`src/rtl/regfile_wb_scheduler_if.sv`:
```
// Bundle of the issue, writeback-request and register-file write-port signals
// for the writeback scheduler; master drives requests, slave is the scheduler.
interface regfile_wb_scheduler_if #(
  parameter int NREQ = 3,
  parameter int NSRC = 3
);
  logic                issue_valid;
  logic [5:0]          issue_waddr;
  logic [NSRC*6-1:0]   issue_raddr;
  logic                issue_stall;
  logic                flush;
  logic [NREQ-1:0]     req_valid;
  logic [NREQ*6-1:0]   req_waddr;
  logic [NREQ*32-1:0]  req_wdata;
  logic [NREQ-1:0]     req_ready;
  logic                rf_we;
  logic [5:0]          rf_waddr;
  logic [31:0]         rf_wdata;
  logic [63:0]         busy;
  logic                wb_err;

  modport master (
    output issue_valid, issue_waddr, issue_raddr, flush,
    output req_valid, req_waddr, req_wdata,
    input  issue_stall, req_ready, rf_we, rf_waddr, rf_wdata, busy, wb_err
  );

  modport slave (
    input  issue_valid, issue_waddr, issue_raddr, flush,
    input  req_valid, req_waddr, req_wdata,
    output issue_stall, req_ready, rf_we, rf_waddr, rf_wdata, busy, wb_err
  );
endinterface

```
`src/rtl/regfile_wb_scheduler.sv`:
```
// Round-robin writeback arbiter for the scalar RF write port plus a 64-entry busy scoreboard.
// Latency: grant is combinational, the RF write is registered one cycle after the handshake.
// Backpressure: a requester holds valid until its one-hot ready; issue is held off by issue_stall.
module regfile_wb_scheduler #(
  parameter int NREQ = 3,
  parameter int NSRC = 3
) (
  input  logic                  clk,
  input  logic                  rstn,
  regfile_wb_scheduler_if.slave bus
);
  localparam int PW = (NREQ > 1) ? $clog2(NREQ) : 1;

  logic [PW-1:0]   rr_ptr;
  logic [PW-1:0]   gnt_idx;
  logic [NREQ-1:0] grant;
  logic            hs;
  logic [5:0]      sel_waddr;
  logic [31:0]     sel_wdata;

  logic [63:0] busy_q;
  logic [63:0] clr_mask;
  logic [63:0] set_mask;
  logic [63:0] busy_eff;
  logic [63:0] busy_nxt;
  logic        hazard;
  logic        accept;

  logic        rf_we_q;
  logic [5:0]  rf_waddr_q;
  logic [31:0] rf_wdata_q;
  logic        wb_err_q;

  // Two passes: first from rr_ptr to the top, then wrap from index 0.
  always_comb begin
    grant   = '0;
    gnt_idx = '0;
    hs      = 1'b0;
    for (int i = 0; i < NREQ; i++) begin
      if (!hs && bus.req_valid[i] && (i >= int'(rr_ptr))) begin
        grant[i] = 1'b1;
        gnt_idx  = PW'(i);
        hs       = 1'b1;
      end
    end
    for (int i = 0; i < NREQ; i++) begin
      if (!hs && bus.req_valid[i]) begin
        grant[i] = 1'b1;
        gnt_idx  = PW'(i);
        hs       = 1'b1;
      end
    end
    if (!rstn) begin
      grant = '0;
      hs    = 1'b0;
    end
  end

  assign sel_waddr = bus.req_waddr[int'(gnt_idx)*6 +: 6];
  assign sel_wdata = bus.req_wdata[int'(gnt_idx)*32 +: 32];

  // The in-flight write is treated as already retired, matching the RF read bypass.
  always_comb begin
    clr_mask = rf_we_q ? (64'd1 << rf_waddr_q) : 64'd0;
    busy_eff = busy_q & ~clr_mask;
    hazard   = (bus.issue_waddr != 6'd0) && busy_eff[bus.issue_waddr];
    for (int i = 0; i < NSRC; i++) begin
      hazard = hazard | busy_eff[bus.issue_raddr[6*i +: 6]];
    end
    accept   = bus.issue_valid && !hazard;
    set_mask = accept ? (64'd1 << bus.issue_waddr) : 64'd0;
    busy_nxt = bus.flush ? 64'd0 : ((busy_q & ~clr_mask) | set_mask);
    busy_nxt[0] = 1'b0;
  end

  always_ff @(posedge clk) begin
    if (!rstn) begin
      rr_ptr     <= '0;
      rf_we_q    <= 1'b0;
      rf_waddr_q <= 6'd0;
      rf_wdata_q <= 32'd0;
      busy_q     <= 64'd0;
      wb_err_q   <= 1'b0;
    end else begin
      rf_we_q <= hs && (sel_waddr != 6'd0);
      if (hs) begin
        rf_waddr_q <= sel_waddr;
        rf_wdata_q <= sel_wdata;
        rr_ptr     <= (int'(gnt_idx) == NREQ - 1) ? '0 : gnt_idx + PW'(1);
      end
      busy_q <= busy_nxt;
      if (rf_we_q && !busy_q[rf_waddr_q] && !bus.flush) begin
        wb_err_q <= 1'b1;
      end
    end
  end

  assign bus.req_ready   = grant;
  assign bus.issue_stall = bus.issue_valid && hazard;
  assign bus.rf_we       = rf_we_q;
  assign bus.rf_waddr    = rf_waddr_q;
  assign bus.rf_wdata    = rf_wdata_q;
  assign bus.busy        = busy_q;
  assign bus.wb_err      = wb_err_q;
endmodule

```
`src/flat_wrapper.sv`:
```
// flat-port wrapper written by rule: the top's interface ports become plain ports
module regfile_wb_scheduler_flat 
#(
  parameter int NREQ = 3,
  parameter int NSRC = 3
)
  (clk, rstn, bus_issue_valid, bus_issue_waddr, bus_issue_raddr, bus_flush, bus_req_valid, bus_req_waddr, bus_req_wdata, bus_issue_stall, bus_req_ready, bus_rf_we, bus_rf_waddr, bus_rf_wdata, bus_busy, bus_wb_err);
  regfile_wb_scheduler_if #(.NREQ(NREQ), .NSRC(NSRC)) bus_i ();
  input  logic clk;
  input  logic rstn;
  input wire logic [$bits(bus_i.issue_valid)-1:0] bus_issue_valid;
  input wire logic [$bits(bus_i.issue_waddr)-1:0] bus_issue_waddr;
  input wire logic [$bits(bus_i.issue_raddr)-1:0] bus_issue_raddr;
  input wire logic [$bits(bus_i.flush)-1:0] bus_flush;
  input wire logic [$bits(bus_i.req_valid)-1:0] bus_req_valid;
  input wire logic [$bits(bus_i.req_waddr)-1:0] bus_req_waddr;
  input wire logic [$bits(bus_i.req_wdata)-1:0] bus_req_wdata;
  output wire logic [$bits(bus_i.issue_stall)-1:0] bus_issue_stall;
  output wire logic [$bits(bus_i.req_ready)-1:0] bus_req_ready;
  output wire logic [$bits(bus_i.rf_we)-1:0] bus_rf_we;
  output wire logic [$bits(bus_i.rf_waddr)-1:0] bus_rf_waddr;
  output wire logic [$bits(bus_i.rf_wdata)-1:0] bus_rf_wdata;
  output wire logic [$bits(bus_i.busy)-1:0] bus_busy;
  output wire logic [$bits(bus_i.wb_err)-1:0] bus_wb_err;
  assign bus_i.issue_valid = bus_issue_valid;
  assign bus_i.issue_waddr = bus_issue_waddr;
  assign bus_i.issue_raddr = bus_issue_raddr;
  assign bus_i.flush = bus_flush;
  assign bus_i.req_valid = bus_req_valid;
  assign bus_i.req_waddr = bus_req_waddr;
  assign bus_i.req_wdata = bus_req_wdata;
  assign bus_issue_stall = bus_i.issue_stall;
  assign bus_req_ready = bus_i.req_ready;
  assign bus_rf_we = bus_i.rf_we;
  assign bus_rf_waddr = bus_i.rf_waddr;
  assign bus_rf_wdata = bus_i.rf_wdata;
  assign bus_busy = bus_i.busy;
  assign bus_wb_err = bus_i.wb_err;
  regfile_wb_scheduler #(.NREQ(NREQ), .NSRC(NSRC)) u_core (.clk(clk), .rstn(rstn), .bus(bus_i));
endmodule
```
`config.mk`:
```
export PLATFORM = sky130hd
export DESIGN_NAME = regfile_wb_scheduler_flat
export DESIGN_NICKNAME = d
export VERILOG_FILES = /design/src/rtl/regfile_wb_scheduler_if.sv /design/src/rtl/regfile_wb_scheduler.sv /design/src/flat_wrapper.sv
export SDC_FILE = /design/constraint.sdc
export NUM_CORES = 1
export LEC_CHECK = 0
export CAP_MARGIN = 15
export CORE_MARGIN = 3
export CORE_UTILIZATION = 36
export CTS_BUF_LIST = sky130_fd_sc_hd__clkbuf_16
export CTS_CLUSTER_SIZE = 30
export DETAILED_ROUTE_END_ITERATION = 6
export GPL_TIMING_DRIVEN = 0
export PLACE_DENSITY = 0.72
export SLEW_MARGIN = 15
export SYNTH_ARGS = -nofsm -noshare
export SYNTH_HDL_FRONTEND = slang
export SYNTH_SLANG_ARGS = --single-unit
```
`constraint.sdc`:
```
create_clock -name clk -period 4.2 [get_ports clk]
set_clock_uncertainty 0.05 [all_clocks]
set_input_delay 0.42 -clock clk [delete_from_list [all_inputs] [get_ports clk]]
set_output_delay 0.42 -clock clk [all_outputs]
set_load 0.01 [all_outputs]
```
==> results.toml <==
[floorplanning]
io_pins = 253
rows = 56
dieHeight_um = 162.8
die_width_um = 162.8
floorplan.initialDensity = 0.3716
core_um2 = 23820
dieArea_um2 = 26510

[synthesis]
synth_top_family_by_area = "compound AO/OA/AOI/OAI gates"
synth-simple-area-share = 0.2581
synth.mux.area_fraction = 0.1616
synth-xor-area-share = 0.004947
yosysSeqAreaShare = 0.2375
synth_area_um2 = 8852
synth.most_common_cell = "nor2_1"
synth_common_cells = "nor2_1, dfxtp_1, nand2_1"
synth_seq_cells = 105
synth_enable_flop_cells = 0
synth_top_area_share = 0.2375
async_flop_share = 0
ys_warn_count = 0
yosys.area.top_type = "dfxtp_1"
syn_inst = 1171
synth_ff_type = "dfxtp_1"
syn_nets = 1316
syn_area_per_cell_um2 = 7.560
post_synth_fa_ha_maj_area_fraction = 0
synth-compound-area-share = 0.2769
yosysUniqueCellTypes = 79
synthTopCellsByArea = "dfxtp_1, mux2i_1, mux4_2"

[clock_network]
clock_path_buffers = 2
root_buffer = "clkbuf_16"
cts_inserted_buffers = 9
clkLatencyLatePin_ns = 0.36
cts_tree = "done"
cts_hold_buf = 0
clk_pin_slew_ns = 0.08
cts.htree.levels = 3
cts_sinks = 105

[flow_run]
drv_cap = 0

[outcome]
status = "completed"

[critical_path]
crit_start = "u_core.bus.rf_waddr[5]"
endpoint_kind = "output port"
rr_startpoint = "u_core.bus.rf_waddr[1]"
path_class = "flip-flop to output port"
start_kind = "flip-flop"
critPathRequiredTime_ns = 3.73
crit_fanout = 10
arrival_ns = 3.71

[final_layout]
nets = 1624
drive_above_1_share = 0.1611
stdcell_count = 1804
syn_to_final_growth_pct = 48.55

[detailed_routing]
wl_per_cell_um = 29.13
wirelength_um = 52550
antenna_left = 0
drc = 0
first_iter_violations = 1391
drt_first_pass_iters = 6
via_per_inst = 6.459
num_vias = 11650

[global_routing]
grt_pass1_vias = 11400
antenna_found_initial = 2
grt_overflow = 0
grt_pass1_wl_um = 75590
grt_max_degree = 21
grtUsageTotal = 0.3841

[timing]
fmax_mhz = 239.5
relSlewSlack = 0.2291
worst_slew_pin_slew_ns = 1.148
post-route-period-util = 0.9942
worst_hold_slack_ns = 0.4082
period_needed_ns = 4.176
setup_violations = 0
tns_ns = 0
hold_viol_final = 0
drv_slew = 0

[worst_hold_path]
hold_path.class = "flip-flop to flip-flop"
hold_start = "u_core.bus.rf_wdata[20]"

[pwr]
power_leakage_nw = 4.546
power_density_nw_per_um2 = 227.4
ir_worst_vdd_v = 0.0002144

[place]
dp.cells = 1735
portBuffers = 244
place.gp.congestion = 1.065
hpwl_um = 40960
## metrics by stage
step | instance area (µm²) | worst slack (ns) | total power [mW] | util
final | 13150 | 0.02442 | 2.990 | 0.5520
after global routing | 13150 | -0.02901 | 3.086 | 0.5519
after detailed placement | 11700 | -1.603 | 2.022 | 0.4912
after floorplan | 8852 | 0.7146 | 1.570 | -
after global placement | 11690 | -1.665 | 2.024 | 0.4909
after CTS | 12970 | 0.001709 | 2.949 | 0.5444
## kinds of logic (layout without fill, tap and decap cells)
kind of cell / count (synthesis) / after routing
other: 1 / 2
DFF: 105 / 105
muxes: 109 / 109
and+or+nand+nor: 450 / 450
xor gates and xnor gates: 5 / 5
buffers and inverters: 122 / 435
AOI/OAI and AO/OA: 379 / 379
## layer usage
metal / wire length (µm) / GRT usage
met1: 18660 / 0.4522
met3: 6292 / 0.1061
met2: 24080 / 0.6296
met5: 7 / 0
met4: 3508 / 0.2168
## report_power, final
group	leakage, nW	switching (mW)	total, mW	internal, mW
sequential	0.857	0.0325	1.07	1.03
clock	0.143	0.433	0.854	0.422
combinational	3.55	0.632	1.07	0.438
## cells in the final DEF, fill, tap and decap left out, types with 13 or more instances in the layout
cell             instances
a211oi_1                13
a21oi_1                 59
buf_4                   57
buf_6                   13
clkbuf_1                50
clkdlybuf4s50_1        243
dfxtp_1                101
inv_1                   17
mux2i_1                 72
mux4_2                  26
nand2_1                 97
nand2b_1                42
nand3_1                 52
nand4_1                 39
nand4b_1                13
nor2_1                 105
nor3_1                  28
o211ai_1                32
o21ai_0                 59
o21ai_1                 58
o21ai_4                 21
o22ai_1                 15
## flip-flops by register name, indices dropped and copies added, names as in the netlist
| name | cells |
|---|---|
| u_core.bus.rf_wdata | 32 |
| u_core.rr_ptr | 2 |
| u_core.bus.rf_we | 1 |
| u_core.bus.busy | 63 |
| u_core.bus.rf_waddr | 6 |
| u_core.bus.wb_err | 1 |
## path summary, 6_finish.rpt
| path | endpoint | slack (ns) | cells past startpoint |
|---|---|---|---|
| setup / recovery | bus_issue_stall | 0.02 | 12 |
| hold / removal | u_core.bus.rf_wdata[20] | 0.41 | 2 |
| setup reg to reg | u_core.bus.wb_err | 0.24 | 10 |
| hold reg to reg | u_core.bus.rf_wdata[20] | 0.41 | 2 |
## cell type report
cell class              instances  area [µm²]
diodes                          1       2.502
plain buffers                 101       566.8
clock buffers                   9       225.2
clock inverters                 7       72.57
fillers                      2319       10670
inverters                      20       75.07
multi-input cells             944        6819
flip-flops and latches        105        2110
well taps                     319       399.1
repair buffers                298        2880
## what timing repair did
item,in CTS,in global routing
endpoints found under the hold margin,0,0
resized for setup,164,33
pin swaps,27,10
setup buffers,43,10
endpoints found under the setup margin,65,1
## critical path: stages, from the launching register on
cell	delay [ns]
dfxtp_2	0.40
buf_6	0.20
nand2b_1	0.37
nand2b_1	0.31
o21ai_2	0.35
o221ai_1	0.19
o211ai_1	0.28
o41ai_2	0.16
nor4_4	0.40
nand2_2	0.15
buf_8	0.18
o21a_1	0.19
clkbuf_2	0.15
(Power assumes the default switching activity.)
